$ cat config.mk
export PLATFORM = sky130hd
export DESIGN_NAME = serial_adder_n_flat
export DESIGN_NICKNAME = d
export VERILOG_FILES = /design/src/rtl/serial_adder_n_if.sv /design/src/rtl/serial_adder_n.sv /design/src/flat_wrapper.sv
export SDC_FILE = /design/constraint.sdc
export NUM_CORES = 1
export LEC_CHECK = 0
export BUFFER_PORTS_ARGS = -buffer_cell sky130_fd_sc_hd__buf_2
export CELL_PAD_IN_SITES_DETAIL_PLACEMENT = 0
export CELL_PAD_IN_SITES_GLOBAL_PLACEMENT = 1
export CORE_ASPECT_RATIO = 0.75
export CORE_MARGIN = 4
export CORE_UTILIZATION = 45
export DETAILED_ROUTE_END_ITERATION = 8
export PLACE_DENSITY_LB_ADDON = 0.1
export SLEW_MARGIN = 20
export SYNTH_ARGS = -nofsm -noshare
export SYNTH_HDL_FRONTEND = slang
export SYNTH_SLANG_ARGS = --single-unit
$ cat constraint.sdc
create_clock -name clk -period 2.9 [get_ports clk]
set_clock_uncertainty 0.05 [all_clocks]
set_input_delay 0.58 -clock clk [delete_from_list [all_inputs] [get_ports clk]]
set_output_delay 0.58 -clock clk [all_outputs]
set_load 0.005 [all_outputs]
$ cat src/rtl/serial_adder_n_if.sv
// Operand/result bundle for serial_adder_n.
// Optional macro SERIAL_ADDER_SUB_EN adds the 'sub' request bit.
interface serial_adder_n_if #(
    parameter int WIDTH = 8
) ();
    logic             start;
    logic [WIDTH-1:0] a;
    logic [WIDTH-1:0] b;
    logic             cin;
`ifdef SERIAL_ADDER_SUB_EN
    logic             sub;
`endif
    logic             busy;
    logic             done;
    logic [WIDTH-1:0] s;
    logic             c;
    logic             v;

`ifdef SERIAL_ADDER_SUB_EN
    modport master (output start, a, b, cin, sub, input busy, done, s, c, v);
    modport slave  (input start, a, b, cin, sub, output busy, done, s, c, v);
`else
    modport master (output start, a, b, cin, input busy, done, s, c, v);
    modport slave  (input start, a, b, cin, output busy, done, s, c, v);
`endif
endinterface

$ cat src/rtl/serial_adder_n.sv
// Digit-serial adder: WIDTH-bit operands added DIGIT bits per clock through a registered carry.
// Macro SERIAL_ADDER_SUB_EN (optional) enables subtraction via the interface 'sub' bit.
module serial_adder_n #(
    parameter int WIDTH = 8,
    parameter int DIGIT = 1
) (
    input  logic              clk,
    input  logic              rst_n,
    serial_adder_n_if.slave   bus
);
    localparam int N  = WIDTH / DIGIT;
    localparam int CW = (N > 1) ? $clog2(N) : 1;

    typedef enum logic [1:0] {IDLE, RUN, DONE} state_t;

    state_t           state_q, state_d;
    logic [WIDTH-1:0] acc_q, acc_d;
    logic [WIDTH-1:0] b_q, b_d;
    logic             carry_q, carry_d;
    logic [CW-1:0]    cnt_q, cnt_d;
    logic [WIDTH-1:0] s_q, s_d;
    logic             c_q, c_d;
    logic             v_q, v_d;

    logic [DIGIT-1:0] dig_s;
    logic [DIGIT:0]   dc;
    logic [WIDTH-1:0] acc_shift;
    logic [WIDTH-1:0] b_in;
    logic             carry_in;
    logic             accept;

    // Ripple chain across one digit; dc[DIGIT-1] is the carry into the top bit of the digit.
    assign dc[0] = carry_q;
    generate
        for (genvar gi = 0; gi < DIGIT; gi++) begin : g_bit
            assign dig_s[gi]  = acc_q[gi] ^ b_q[gi] ^ dc[gi];
            assign dc[gi + 1] = (acc_q[gi] & b_q[gi]) | (dc[gi] & (acc_q[gi] ^ b_q[gi]));
        end
    endgenerate

    // The A shift register doubles as the sum register: consumed digits leave at the LSB,
    // sum digits enter at the MSB, so after N steps it holds the full result.
    generate
        if (DIGIT == WIDTH) begin : g_full
            assign acc_shift = dig_s;
        end else begin : g_part
            assign acc_shift = {dig_s, acc_q[WIDTH-1:DIGIT]};
        end
    endgenerate

`ifdef SERIAL_ADDER_SUB_EN
    assign b_in     = bus.sub ? ~bus.b : bus.b;
    assign carry_in = bus.sub ? 1'b1 : bus.cin;
`else
    assign b_in     = bus.b;
    assign carry_in = bus.cin;
`endif

    assign accept = bus.start && ((state_q == IDLE) || (state_q == DONE));

    always_comb begin
        state_d = state_q;
        acc_d   = acc_q;
        b_d     = b_q;
        carry_d = carry_q;
        cnt_d   = cnt_q;
        s_d     = s_q;
        c_d     = c_q;
        v_d     = v_q;

        case (state_q)
            IDLE: state_d = IDLE;
            RUN: begin
                acc_d   = acc_shift;
                b_d     = b_q >> DIGIT;
                carry_d = dc[DIGIT];
                cnt_d   = cnt_q + 1'b1;
                if (cnt_q == CW'(N - 1)) begin
                    state_d = DONE;
                    cnt_d   = '0;
                    s_d     = acc_shift;
                    c_d     = dc[DIGIT];
                    v_d     = dc[DIGIT] ^ dc[DIGIT-1];
                end
            end
            DONE:    state_d = IDLE;
            default: state_d = IDLE;
        endcase

        if (accept) begin
            state_d = RUN;
            acc_d   = bus.a;
            b_d     = b_in;
            carry_d = carry_in;
            cnt_d   = '0;
        end
    end

    always_ff @(posedge clk or negedge rst_n) begin
        if (!rst_n) begin
            state_q <= IDLE;
            acc_q   <= '0;
            b_q     <= '0;
            carry_q <= 1'b0;
            cnt_q   <= '0;
            s_q     <= '0;
            c_q     <= 1'b0;
            v_q     <= 1'b0;
        end else begin
            state_q <= state_d;
            acc_q   <= acc_d;
            b_q     <= b_d;
            carry_q <= carry_d;
            cnt_q   <= cnt_d;
            s_q     <= s_d;
            c_q     <= c_d;
            v_q     <= v_d;
        end
    end

    assign bus.busy = (state_q == RUN);
    assign bus.done = (state_q == DONE);
    assign bus.s    = s_q;
    assign bus.c    = c_q;
    assign bus.v    = v_q;
endmodule

$ cat src/flat_wrapper.sv
// flat-port wrapper written by rule: the top's interface ports become plain ports
module serial_adder_n_flat 
#(
    parameter int WIDTH = 8,
    parameter int DIGIT = 1
)
  (clk, rst_n, bus_start, bus_a, bus_b, bus_cin, bus_busy, bus_done, bus_s, bus_c, bus_v);
  serial_adder_n_if #(.WIDTH(WIDTH)) bus_i ();
  input  logic clk;
  input  logic rst_n;
  input wire logic [$bits(bus_i.start)-1:0] bus_start;
  input wire logic [$bits(bus_i.a)-1:0] bus_a;
  input wire logic [$bits(bus_i.b)-1:0] bus_b;
  input wire logic [$bits(bus_i.cin)-1:0] bus_cin;
  output wire logic [$bits(bus_i.busy)-1:0] bus_busy;
  output wire logic [$bits(bus_i.done)-1:0] bus_done;
  output wire logic [$bits(bus_i.s)-1:0] bus_s;
  output wire logic [$bits(bus_i.c)-1:0] bus_c;
  output wire logic [$bits(bus_i.v)-1:0] bus_v;
  assign bus_i.start = bus_start;
  assign bus_i.a = bus_a;
  assign bus_i.b = bus_b;
  assign bus_i.cin = bus_cin;
  assign bus_busy = bus_i.busy;
  assign bus_done = bus_i.done;
  assign bus_s = bus_i.s;
  assign bus_c = bus_i.c;
  assign bus_v = bus_i.v;
  serial_adder_n #(.WIDTH(WIDTH), .DIGIT(DIGIT)) u_core (.clk(clk), .rst_n(rst_n), .bus(bus_i));
endmodule
### After elaboration in Yosys (flattened, before gate mapping)

Index checks and enable logic that the tools add are counted.

| word-level totals | value |
|---|---|
| output and inout bits | 12 |
| bits in registers | 32 |
| bits of input ports | 20 |
| word-level logic and storage cells | 36 |

| cells by class | value |
|---|---|
| $add $sub $neg | 1 |
| equal/unequal tests | 4 |
| bitwise logic cells | 6 |
| mux-type cells | 12 |
| reductions and logical operators | 5 |

Operators with widths:

| operator | number |
|---|---|
| $mux W8 | 4 |
| $mux W3 | 3 |
| $mux W2 | 3 |
| $add A3 B1 Y3 const B | 1 |
| $eq A3 B3 Y1 const B | 1 |
| $ne A3 B1 Y1 const B | 1 |
| $xor A1 B1 Y1 | 3 |
| $and A1 B1 Y1 | 2 |
| $eq A2 B1 Y1 const B | 1 |
| $eq A2 B2 Y1 const B | 1 |
| $logic_not A2 Y1 | 1 |
| $mux W1 | 2 |
| $reduce_and A2 Y1 | 1 |
| $reduce_bool A2 Y1 | 1 |
| $logic_and A1 B1 Y1 | 1 |
| $logic_or A1 B1 Y1 | 1 |
| $or A1 B1 Y1 | 1 |

### Logic depth before layout (Yosys ltp)

| logic depth | value |
|---|---|
| depth in word-level cells | 5 |
| mapped depth | 6 |
| mapped depth without buffers | 5 |

### Least setup slack after synthesis

Ideal clock, no wire load.

| timing path | value |
|---|---|
| path kind | register to output |
| from | register u_core.state_q[1] |
| to | output port bus_busy |
| arrival time | 0.825 ns |
| cell stages (with the launch flop) | 5 |
| slack | 1.445 ns |
| required time | 2.270 ns |
| buffers on the path | 2 |
| path through | dfrtp_1 -> buf_6 -> nand2b_1 -> buf_6 -> inv_1 |

| between the ends | value |
|---|---|
| word-level cells in the longest chain between the ends | 1 |

RTL lines:

| what | RTL line | text |
|---|---|---|
| start: declaration | serial_adder_n.sv:16 | `state_t state_q, state_d;` |
| start signal: assignment | serial_adder_n.sv:110 | `state_q <= state_d;` |
| $eq A2 B1 Y1 | serial_adder_n.sv:121 | `assign bus.busy = (state_q == RUN);` |
| end: declaration | flat_wrapper.sv:15 | `output wire logic [$bits(bus_i.busy)-1:0] bus_busy;` |

No other way between the ends.

### Worst setup path after layout

| timing path | value |
|---|---|
| from | register u_core.state_q[0] |
| to | output port bus_busy |

The elaborated chain is that of the path after synthesis.

==> metrics.md <==
| Metric | Value |
|---|---|
| Post-synthesis sequential area ratio | `53.5%` |
| Vias | `1,025` |
| Max-slew headroom | `52.9%` |
| CP Capture Type | `primary output` |
| Clock Latency Late Sink | `0.28 ns` |
| Leakage Power | `0.861 nW` |
| Setup-failing EPs final | `0` |
| Placeable Area | `3060 um2` |
| Count leader, synth | `dfrtp_1` |
| P&R area growth vs syn | `15.2%` |
| Clock sink count | `32` |
| Die H | `57.9 um` |
| Cell total after placement | `194` |
| #FFs+latches synth | `32` |
| DR pass1 iterations | `5` |
| Total wire length | `2840 um` |
| Startpoint types | `register` |
| Setup Total Neg Slack | `0 ns` |
| Worst-Margin Slew | `0.706 ns` |
| Post-CTS Hold Fix Bufs | `0` |
| Diodes inserted | `0` |
| CP max FO | `16` |
| Die ar. | `4320 um2` |
| Cell Rows | `17` |
| Main area contributors after synthesis | `dfrtp_1 (54%), a21oi_2 (5.9%), o22ai_1 (5.0%), buf_6 (4.5%), inv_1 (4.0%)` |
| Clock tree root driver cell | `clkbuf_8` |
| Post-synth top area cell | `dfrtp_1` |
| Unrepaired setup endpoints after global routing | `no` |
| Syn_area_per_cell | `11.4 um2` |
| RD Place Congestion | `0.724` |
| Post-cts sizing count | `0` |
| Final Hold Fails | `0` |
| Async SR Flop Fraction | `100%` |
| Post-Syn Area | `1500 um2` |
| Post-route minimum period | `2.05 ns` |
| Initial antenna violation count | `0` |
| Gr ovfl total | `0` |
| Vias in the first global route | `1,067` |
| Top_reg_cell synth | `dfrtp_1` |
| DRT iter0 DRCs | `54` |
| Syn Nets | `154` |
| CTS Buffer Depth | `2` |
| Distinct cells, synth | `29` |
| Largest net degree at the start of global routing | `33` |
| Crit share post-route | `70.8%` |
| Max Cap Viol | `0` |
| Max Freq | `487 MHz` |
| CTS HTree Levels | `2` |
| Yosys warning count | `0` |
| Min-delay worst type | `in -> async` |
| Synthesized instance count | `131` |
| Finished Layout Cells | `202` |
| Nets | `186` |
| Reg2reg path depth | `3` |
| IO Port Bufs | `31` |
| Vias per Instance | `5.07` |
| Maximum VDD drop | `0.000547 V` |
| Post-CTS Setup Bufs | `0` |
| HPWL after DPL | `2000 um` |
| Top cell type's share of synthesized area | `53.5%` |
| Outcome | `finished, final reports clean` |
| Worst Setup Path Type | `reg -> out` |
| GR Util All Layers | `14.8%` |
| Reg2reg end | `u_core.b_q[7]$_DFFE_PN0P_` |
| Antenna-violating nets left | `0` |
| Global-route wire length before repair | `4820 um` |
| Reg2reg start | `u_core.state_q[0]$_DFFE_PN0P_` |
| DRC | `0` |
| R2R setup slack | `1.30 ns` |
| Chip Width | `74.6 um` |
| Critical Path AT | `1.42 ns` |
| Synth top cells by count | `dfrtp_1 (32), inv_1 (16), o22ai_1 (12), a21oi_2 (10), nand2_1 (9)` |
| Share of layout cells above drive strength 1 | `36.6%` |
| Worst path required time | `2.27 ns` |
| Slew Limit Fails | `0` |
| CTS tree | `yes` |
| Initial Util | `48.9%` |
| PD cells | `1080 nW/um2` |
| Clk pin slew, worst setup/hold paths | `0.06 ns` |
| EDFF count, synth | `0` |
| Ports | `32` |
| Avg WL per Cell | `14.1 um` |
| TritonCTS buffer count | `5` |
| Fill count | `292` |
[layout make-up]
cell class / count / area (um2) / share of cell area [%]
flip-flops and latches: 32 / 801 / 46.4
clock buffers: 8 / 90.1 / 5.22
multi-input cells: 76 / 563 / 32.7
repair buffers: 32 / 163 / 9.43
inverters: 16 / 60.1 / 3.48
well taps: 38 / 47.5 / 2.76
[worst max path at each step]
| stage | from | depth (start not counted) | slack [ns] | end |
|---|---|---|---|---|
| after floorplan | u_core.state_q[1]$_DFFE_PN0P_ | 4 | 1.44 | bus_busy |
| after global placement | u_core.state_q[0]$_DFFE_PN0P_ | 4 | 1.18 | bus_busy |
| after detailed placement | u_core.state_q[0]$_DFFE_PN0P_ | 4 | 1.15 | bus_busy |
| after CTS | u_core.state_q[0]$_DFFE_PN0P_ | 4 | 0.84 | bus_busy |
| after global routing | u_core.state_q[0]$_DFFE_PN0P_ | 4 | 0.74 | bus_busy |
| final | u_core.state_q[0]$_DFFE_PN0P_ | 4 | 0.85 | bus_busy |
[state kept, by name, indices dropped and copies added, names as in the netlist]
signal	cells
u_core.acc_q	8
u_core.b_q	8
u_core.bus.c	1
u_core.bus.s	8
u_core.bus.v	1
u_core.carry_q	1
u_core.cnt_q	3
u_core.state_q	2
[layer usage]
layer	part of all wire (%)	GRT usage, %
met1	49	20.4
met3	5.2	4.68
met2	45	22.0
met5	0	0
met4	0.95	5.33
[where the power goes]
group          leakage (nW)  switching, W  internal (W)  total, W
clock network        0.0455      0.000153      0.000193  0.000346
logic                 0.438      0.000367      0.000348  0.000716
registers             0.378      0.000149      0.000654  0.000803
total                 0.861      0.000669       0.00120   0.00186
[kinds of logic (layout without fill, tap and decap cells)]
kind of cell / Yosys count / in the layout / synth area share [%]
AO/OA/AOI/OAI: 45 / 45 / 21.2
XOR/XNOR: 1 / 1 / 0.585
adder cells (fa/ha/maj): 3 / 3 / 3.01
buffers and inverters: 23 / 56 / 8.86
flip-flops: 32 / 32 / 53.5
multiplexers: 6 / 6 / 4.26
AND/OR/NAND/NOR: 21 / 21 / 8.61
[layout by cell type, fill, tap and decap left out, drive strengths merged]
cell and instances:
a211oi 3, a21o 2, a21oi 16, a22o 2, and2b 4, buf 32, clkbuf 8, dfrtp 32
fa 1, ha 2, inv 16, mux2 3, mux2i 3, nand2 9, nand2b 2, nand3 2
nand3b 2, nor2 1, nor3 1, o21ai 9, o22ai 13, xnor2 1
[worst max-delay path, cell delays in order (launching register included)]
cell	delay, ns
dfrtp_1	0.65
nand2b_1	0.10
buf_4	0.21
inv_1	0.08
buf_2	0.11
[through the flow]
| step | worst slack, ns | hold WS [ns] | total power [W] | utilization (%) | instance area, um2 |
|---|---|---|---|---|---|
| 3_3_place_gp | 1.18 | 0.407 | 0.00150 | 53.3 | 1630 |
| 4_1_cts | 0.838 | 0.324 | 0.00189 | 56.3 | 1720 |
| 2_1_floorplan | 1.44 | 0.234 | 0.00137 | - | 1500 |
| 3_5_place_dp | 1.15 | 0.415 | 0.00154 | 53.3 | 1630 |
| 5_1_grt | 0.740 | 0.369 | 0.00203 | 56.3 | 1720 |
| 6_report | 0.848 | 0.299 | 0.00186 | 56.3 | 1720 |
Note: power is estimated with default switching activity, not from simulation.
